## src/rtl/dotp_pkg.sv

```systemverilog
// rtl/dotp_pkg.sv - shared FSM encoding and configuration check for the dot-product engine
package dotp_pkg;

    typedef enum logic [2:0] {
        IDLE   = 3'd0,
        LOAD_A = 3'd1,
        LOAD_B = 3'd2,
        MAC    = 3'd3,
        STORE  = 3'd4,
        DONE   = 3'd5
    } state_t;

    // The accumulator must hold a full signed product without truncation.
    function automatic bit acc_width_ok(input int acc_w, input int data_w);
        return acc_w >= 2 * data_w;
    endfunction

endpackage

```

## src/rtl/dotp_mac.sv

```systemverilog
// rtl/dotp_mac.sv - signed multiply-accumulate; DOTP_SAT_EN selects saturating accumulate with sticky ovf
module dotp_mac #(
    parameter int DATA_W = 32,
    parameter int ACC_W  = 64
) (
    input  logic                     clk,
    input  logic                     rst,
    input  logic                     clear,
    input  logic                     en,
    input  logic signed [DATA_W-1:0] op_a,
    input  logic signed [DATA_W-1:0] op_b,
    output logic signed [ACC_W-1:0]  acc,
    output logic                     ovf
);

    logic signed [2*DATA_W-1:0] prod;
    logic signed [ACC_W-1:0]    prod_ext;

    assign prod     = op_a * op_b;
    assign prod_ext = ACC_W'(prod);

`ifdef DOTP_SAT_EN
    localparam logic [ACC_W-1:0] ACC_MAX = {1'b0, {(ACC_W-1){1'b1}}};
    localparam logic [ACC_W-1:0] ACC_MIN = {1'b1, {(ACC_W-1){1'b0}}};

    // One guard bit: the two top bits disagree exactly when the sum left the signed range.
    logic [ACC_W:0] sum;
    assign sum = {acc[ACC_W-1], acc} + {prod_ext[ACC_W-1], prod_ext};

    always_ff @(posedge clk) begin
        if (rst) begin
            acc <= '0;
            ovf <= 1'b0;
        end else if (clear) begin
            acc <= '0;
            ovf <= 1'b0;
        end else if (en) begin
            if (sum[ACC_W] != sum[ACC_W-1]) begin
                acc <= sum[ACC_W] ? ACC_MIN : ACC_MAX;
                ovf <= 1'b1;
            end else begin
                acc <= sum[ACC_W-1:0];
            end
        end
    end
`else
    always_ff @(posedge clk) begin
        if (rst) begin
            acc <= '0;
        end else if (clear) begin
            acc <= '0;
        end else if (en) begin
            acc <= acc + prod_ext;
        end
    end

    assign ovf = 1'b0;
`endif

endmodule

```

## src/rtl/dot_product_engine.sv

```systemverilog
// rtl/dot_product_engine.sv - memory-mapped dot-product accelerator: FSM, pointers, counter, memory handshake (DOTP_SAT_EN in dotp_mac)
module dot_product_engine
    import dotp_pkg::*;
#(
    parameter int DATA_W = 32,
    parameter int ADDR_W = 8,
    parameter int LEN_W  = 8,
    parameter int ACC_W  = 64
) (
    input  logic              clk18,
    input  logic              rst18,
    input  logic              start,
    input  logic [LEN_W-1:0]  len,
    input  logic [ADDR_W-1:0] base_a,
    input  logic [ADDR_W-1:0] base_b,
    input  logic [ADDR_W-1:0] stride,
    input  logic [ADDR_W-1:0] dst_addr,
    output logic              busy,
    output logic              done,
    output logic [ACC_W-1:0]  result,
    output logic              ovf,
    output logic              mem_req,
    output logic              mem_we,
    output logic [ADDR_W-1:0] mem_addr,
    output logic [DATA_W-1:0] mem_wdata,
    input  logic              mem_ack,
    input  logic [DATA_W-1:0] mem_rdata
);

    if (!acc_width_ok(ACC_W, DATA_W)) begin : g_bad_cfg
        $error("dot_product_engine: ACC_W must be at least 2*DATA_W");
    end

    state_t state, state_next;

    logic [ADDR_W-1:0]        a_ptr, b_ptr, stride_q, dst_q;
    logic [LEN_W-1:0]         cnt;
    logic signed [DATA_W-1:0] op_a, op_b;
    logic signed [ACC_W-1:0]  acc;
    logic                     accept;
    logic                     mac_en;

    assign accept = (state == IDLE) && start;
    assign mac_en = (state == MAC);

    always_comb begin
        state_next = state;
        busy       = 1'b0;
        done       = 1'b0;
        mem_req    = 1'b0;
        mem_we     = 1'b0;
        mem_addr   = '0;
        mem_wdata  = '0;
        case (state)
            IDLE: begin
                if (start) state_next = (len == '0) ? STORE : LOAD_A;
            end
            LOAD_A: begin
                busy     = 1'b1;
                mem_req  = 1'b1;
                mem_addr = a_ptr;
                if (mem_ack) state_next = LOAD_B;
            end
            LOAD_B: begin
                busy     = 1'b1;
                mem_req  = 1'b1;
                mem_addr = b_ptr;
                if (mem_ack) state_next = MAC;
            end
            MAC: begin
                busy       = 1'b1;
                state_next = (cnt == LEN_W'(1)) ? STORE : LOAD_A;
            end
            STORE: begin
                busy      = 1'b1;
                mem_req   = 1'b1;
                mem_we    = 1'b1;
                mem_addr  = dst_q;
                mem_wdata = acc[DATA_W-1:0];
                if (mem_ack) state_next = DONE;
            end
            DONE: begin
                done       = 1'b1;
                state_next = IDLE;
            end
            default: state_next = IDLE;
        endcase
    end

    always_ff @(posedge clk18) begin
        if (rst18) begin
            state    <= IDLE;
            a_ptr    <= '0;
            b_ptr    <= '0;
            stride_q <= '0;
            dst_q    <= '0;
            cnt      <= '0;
            op_a     <= '0;
            op_b     <= '0;
            result   <= '0;
        end else begin
            state <= state_next;
            if (accept) begin
                a_ptr    <= base_a;
                b_ptr    <= base_b;
                stride_q <= stride;
                dst_q    <= dst_addr;
                cnt      <= len;
            end
            if (state == LOAD_A && mem_ack) op_a <= mem_rdata;
            if (state == LOAD_B && mem_ack) op_b <= mem_rdata;
            // Pointers wrap naturally at ADDR_W bits.
            if (mac_en) begin
                a_ptr <= a_ptr + stride_q;
                b_ptr <= b_ptr + stride_q;
                cnt   <= cnt - LEN_W'(1);
            end
            if (state == STORE && mem_ack) result <= acc;
        end
    end

    dotp_mac #(
        .DATA_W(DATA_W),
        .ACC_W (ACC_W)
    ) u_mac (
        .clk  (clk18),
        .rst  (rst18),
        .clear(accept),
        .en   (mac_en),
        .op_a (op_a),
        .op_b (op_b),
        .acc  (acc),
        .ovf  (ovf)
    );

endmodule
```

## config.mk

```make
export PLATFORM = sky130hd
export DESIGN_NAME = dot_product_engine
export DESIGN_NICKNAME = d
export VERILOG_FILES = /design/src/rtl/dotp_pkg.sv /design/src/rtl/dotp_mac.sv /design/src/rtl/dot_product_engine.sv
export SDC_FILE = /design/constraint.sdc
export NUM_CORES = 2
export LEC_CHECK = 0
export BUFFER_PORTS_ARGS = -buffer_cell sky130_fd_sc_hd__buf_2
export CORE_MARGIN = 2
export CORE_UTILIZATION = 40
export CTS_CLUSTER_DIAMETER = 120
export DETAILED_ROUTE_END_ITERATION = 16
export SLEW_MARGIN = 10
export SYNTH_ARGS = -nofsm -noshare
export SYNTH_HDL_FRONTEND = slang
export SYNTH_SLANG_ARGS = --single-unit
```

## constraint.sdc

```tcl
create_clock -name clk18 -period 7.7 [get_ports clk18]
set_input_delay 1.155 -clock clk18 [delete_from_list [all_inputs] [get_ports clk18]]
set_output_delay 1.155 -clock clk18 [all_outputs]
set_load 0.005 [all_outputs]
```

# After elaboration in Yosys (flattened, before gate mapping)
# Index checks and enable logic that the tools add are counted.
op_classes:
  add_sub_neg: 4
  n_mul: 1
  eq_ne: 10
  muxes: 19
  n_reduce_logical: 11
ops:
  columns: ["op", "count"]
  rows:
  - ["64-bit adder", 1]
  - ["32-bit by 32-bit multiplier with 64-bit output", 1]
  - ["8-bit two-way mux", 6]
  - ["32-bit two-way mux", 1]
  - ["8-bit one-hot mux with 3 select lines", 1]
  - ["3-bit two-way mux", 6]
  - ["8-bit adder", 2]
  - ["3-bit one-hot mux with 5 select lines", 1]
  - ["8-bit by 1-bit equality test with 1-bit output, second input constant", 1]
  - ["8-bit logical NOT", 1]
  - ["2-bit inequality test, second input constant", 4]
  - ["8-bit by 1-bit subtractor with 8-bit output, second input constant", 1]
  - ["3-bit by 2-bit equality test with 1-bit output, second input constant", 2]
  - ["3-bit equality test, second input constant", 2]
  - ["1-bit logical AND", 4]
  - ["1-bit two-way mux", 4]
  - ["4-bit AND reduction", 1]
  - ["4-bit OR reduction", 1]
  - ["3-bit by 1-bit equality test with 1-bit output, second input constant", 1]
  - ["3-bit logical NOT", 1]
  - ["3-bit OR reduction", 1]
  - ["2-bit nonzero test", 1]
  - ["2-bit OR reduction", 1]
word_totals:
  regBits: 235
  input_bits: 76
  out_inout_bits: 109

# Logic depth before layout (Yosys ltp)
depth:
  depth_word: 4
  mapped_depth: 30
  depth_no_buf: 29

# Hierarchy
# From an unflattened synthesis, not the netlist that was laid out.
hier_totals:
  cells_unflattened: 5461
  hier_area_um2: 49404.9
by_module_without_submodules:
  columns: ["module", "n_inst", "cells_per_inst", "area_each_um2", "seq_area_each_um2"]
  rows:
  - ["dotp_mac", 1, 4511, 42156.7, 1281.2]
  - ["dot_product_engine", 1, 950, 7248.2, 3423.3]

# Least setup slack after synthesis
# OpenSTA, ideal clock, no wires.
synth_path:
  kind: "register -> register"
  startpoint: "register op_a[31]"
  endpoint: "register u_mac.acc[63]"
  setup_time_ps: 127
  arrival_ps: 8434
  t_required_ps: 7573
  slack_ps: -861
  path_stages_with_launch: 28
  path_cell_list: "dfxtp_1 -> clkbuf_1 -> nand2_1 -> fa_1 -> fa_1 -> inv_1 -> fa_1 -> inv_1 -> fa_1 -> inv_1 -> fa_1 -> fa_1 -> fa_1 -> inv_1 -> fa_1 -> inv_1 -> ha_1 -> buf_6 -> a21o_1 -> a21o_1 -> a21oi_2 -> nand3b_1 -> or3_1 -> o21ai_1 -> a2111oi_2 -> nor3_1 -> and4_1 -> nor4_2"
synth_between:
  elab_chain_cells: 2
synth_rtl:
  columns: ["item", "line_no", "rtl"]
  rows:
  - ["start, declared", "dot_product_engine.sv:38", "logic signed [DATA_W-1:0] op_a, op_b;"]
  - ["start signal, assigned", "dot_product_engine.sv:110", "if (state == LOAD_A && mem_ack) op_a <= mem_rdata;"]
  - ["32-bit by 32-bit multiplier with 64-bit output", "dotp_mac.sv:19", "assign prod = op_a * op_b;"]
  - ["64-bit adder", "dotp_mac.sv:53", "acc <= acc + prod_ext;"]
  - ["end signal, assigned", "dotp_mac.sv:53", null]
  - ["end, declared", "dotp_mac.sv:12", "output logic signed [ACC_W-1:0] acc,"]
# Every way passes these cells.
# A chain may end at the register's enable or synchronous reset.

# Worst setup path in the final report
layout_path:
  startpoint: "register op_a[31]"
  endpoint: "register u_mac.acc[53]"
# The elaborated chain is that of the path after synthesis.

==> out/qor.yml <==
syn_area_per_cell_um2: 8.97
design.core.area_um2: 123000
dieArea_um2: 126000
synth-edff-count: 0
ys_ff_latch: 235
diodes: 0
slowest_delay_ns: 0.53
rrSetupSlack_ns: -0.003
synth_top_area_share_pct: 49.1
required_ns: 8.21
syn_area_um2: 49400
globalplace.congestion: 0.894
maxCapViolCount: 0
violations: "setup timing"
synthFlopType: "dfxtp_1"
status: "finished, violations left"
cp_max_fo: 6
endpoint_kind: "flip-flop"
hold_start: "result[31]"
max_slew_margin_pct: 41.3
die_w_um: 356
ioPinCount: 185
path_clk_slew_ns: 0.06
vias: 37064
die_y_um: 356
cts_tree: "done"
rows: 129
cts.path.max_buffers: 3
hold_buffers: 0
vdd_drop_max_mv: 0.181
ys_top_cells_by_area: "fa_1 (49%), dfxtp_1 (9.5%), inv_1 (9.4%)"
clockRootBuffer: "clkbuf_16"
synth_warnings: 0
overflow: 0
power-per-cell-area_nw_per_um2: 62.5
grt_util_all_layers_pct: 22.2
cts_buffers: 30
antenna_found_initial: 6
fin_cells: 7459
p_leak_nw: 28.0
finalWorstSetupSlack_ns: -0.00282
synth.distinct_cells: 79
drc_errors: 0
wirelength_um: 137000
fmax_mhz: 130
worstSetupPathType: "reg -> reg"
layout-drive-gt1-share_pct: 12.9
r2r_start: "op_a[31]"
clock-sinks: 235
worst_pin_slew_ns: 0.881
htreeDepth: 1
clock_latency_ns: 0.62
post-route-period-util_pct: 100
synth_top_area_cell: "fa_1"
cp_data_arrival_time_ns: 8.22
vias_per_cell: 4.97
ant_nets: 0
hold_depth: 2
rr_endpoint: "u_mac.acc[53]"
placedCellCount: 7376
nets: 7322
hold_viol: 0
setup_viol: 1
tns_ns: -0.00282
drtPass1Iterations: 7
hp-class: "reg -> reg"
slew_violations: 0
ff2ff_path_depth: 30
cp_common_cell: "fa_1"
io_buffers: 183
rsz0062_at_grt: "true"
start_kind: "flip-flop"
grt_pass1_wl_um: 220000
fin_crit_ns: 7.70
grt_pass1_vias: 40225
syn_to_final_growth_pct: 14.7
async_reset_ff_share_pct: 0
drt-initial-drc-count: 2078
synthCells: 5513
grt_max_degree: 67
fin_skew_ns: 0.0134
wire_per_inst_um: 18.4
cp_slowest_cell: "fa_1"
synth_nets: 7035
seq_area_frac_synth_pct: 9.51
hpwl_um: 115000
whs_endpoint: "result[31]"
start_util_pct: 40.2
-- cell usage after synthesis, types with 15 or more instances --
library cell,n
inv_1,1243
fa_1,1212
nand2_1,987
and2_1,485
a21oi_1,285
clkbuf_1,270
dfxtp_1,235
ha_1,234
nor2_1,92
xnor2_1,65
o21ai_0,49
a21o_1,37
nand3_1,23
o21ai_1,23
nor3_1,20
o21bai_1,17
a211oi_1,15
buf_1,15
xor2_1,15
-- flip-flops by register name, summed over array words and instances (netlist names) --
signal and cells:
op_b 32, result 64, stride_q 8, b_ptr 8
dst_q 8, u_mac.acc 64, cnt 8, op_a 32
a_ptr 8, state 3
-- metrics by stage --
step	area [um2]	setup WS, ns	utilization (%)	power [mW]	hold slack, ns
after floorplan	49500	0.00515	-	1.70	0.432
after detailed placement	54600	-0.127	44.3	2.01	0.444
after CTS	55700	-0.0360	45.3	3.55	0.453
after global routing	56700	-0.237	46.1	3.69	0.468
after global placement	54600	-0.0999	44.3	2.00	0.439
final	56700	-0.00282	46.1	3.55	0.450
-- how the worst max path moves through the flow --
stage / depth (start not counted) / to / from / slack [ns]
final: 30 / u_mac.acc[53] / op_a[31] / -0.003
after global routing: 29 / u_mac.acc[63] / op_a[31] / -0.24
after CTS: 26 / u_mac.acc[58] / op_a[31] / -0.04
after detailed placement: 27 / u_mac.acc[63] / op_b[4] / -0.13
after global placement: 27 / u_mac.acc[63] / op_b[4] / -0.1
after floorplan: 28 / u_mac.acc[53] / op_a[31] / 0.005
-- cell usage in the layout (no fill, tap or decap), types with 89 or more instances in the layout --
cell type	synthesis	layout
buf_4	6	284
fa_1	1212	1197
and2_1	485	480
dfxtp_1	235	227
buf_2	4	182
nand2_1	987	983
ha_1	234	216
inv_1	1243	1222
a21oi_1	285	272
nor2_1	92	89
-- cell families (layout without fill, tap and decap cells) --
group / after synthesis / after routing / synth area share, %
simple gates: 1685 / 1685 / 15.9
xor+xnor: 80 / 80 / 1.42
fa+ha+maj: 1446 / 1446 / 55.0
other cells: 1 / 1 / 0.00758
flops: 235 / 235 / 9.51
mux: 1 / 1 / 0.0202
buf+inv: 1548 / 1857 / 12.0
compound gates: 517 / 517 / 6.23
-- metal layers --
layer,routed length (um),vias to the layer above,global-route usage [%]
met5,29,-,0
met4,5630,4,7.70
met2,71900,862,39.9
li1,-,16653,-
met3,5760,265,2.40
met1,54100,19280,27.7
-- area by class of cell --
type / instances / area, um2
clock buffers: 41 / 862
fillers: 11919 / 66400
inverters: 1243 / 4680
multi-input cells: 3730 / 39500
clock inverters: 13 / 184
repair buffers: 560 / 4750
flip-flops and latches: 235 / 4720
well taps: 1637 / 2050
-- power by group --
part	total (mW)	internal, mW	leakage (nW)	switching [mW]
Sequential	1.28	1.25	1.91	0.0328
Clock	1.53	0.889	0.507	0.640
Combinational	0.740	0.281	25.5	0.459
-- worst max-delay path, delay by kind of cell, from the launching register on --
family                   cells  cell delay, ns
flip-flops                   1            0.35
AO/OA/AOI/OAI                7            1.42
buffers and inverters       10            0.85
AND/OR/NAND/NOR              4            0.63
adder cells (fa/ha/maj)      9            4.34
-- what timing repair did --
action	4_1_cts	5_1_grt
buffers inserted	0	24
gates cloned	0	5
gates resized for setup	15	149
setup endpoints to repair	14	27
pin swaps	3	59
Power figures use the tool's default switching activity.
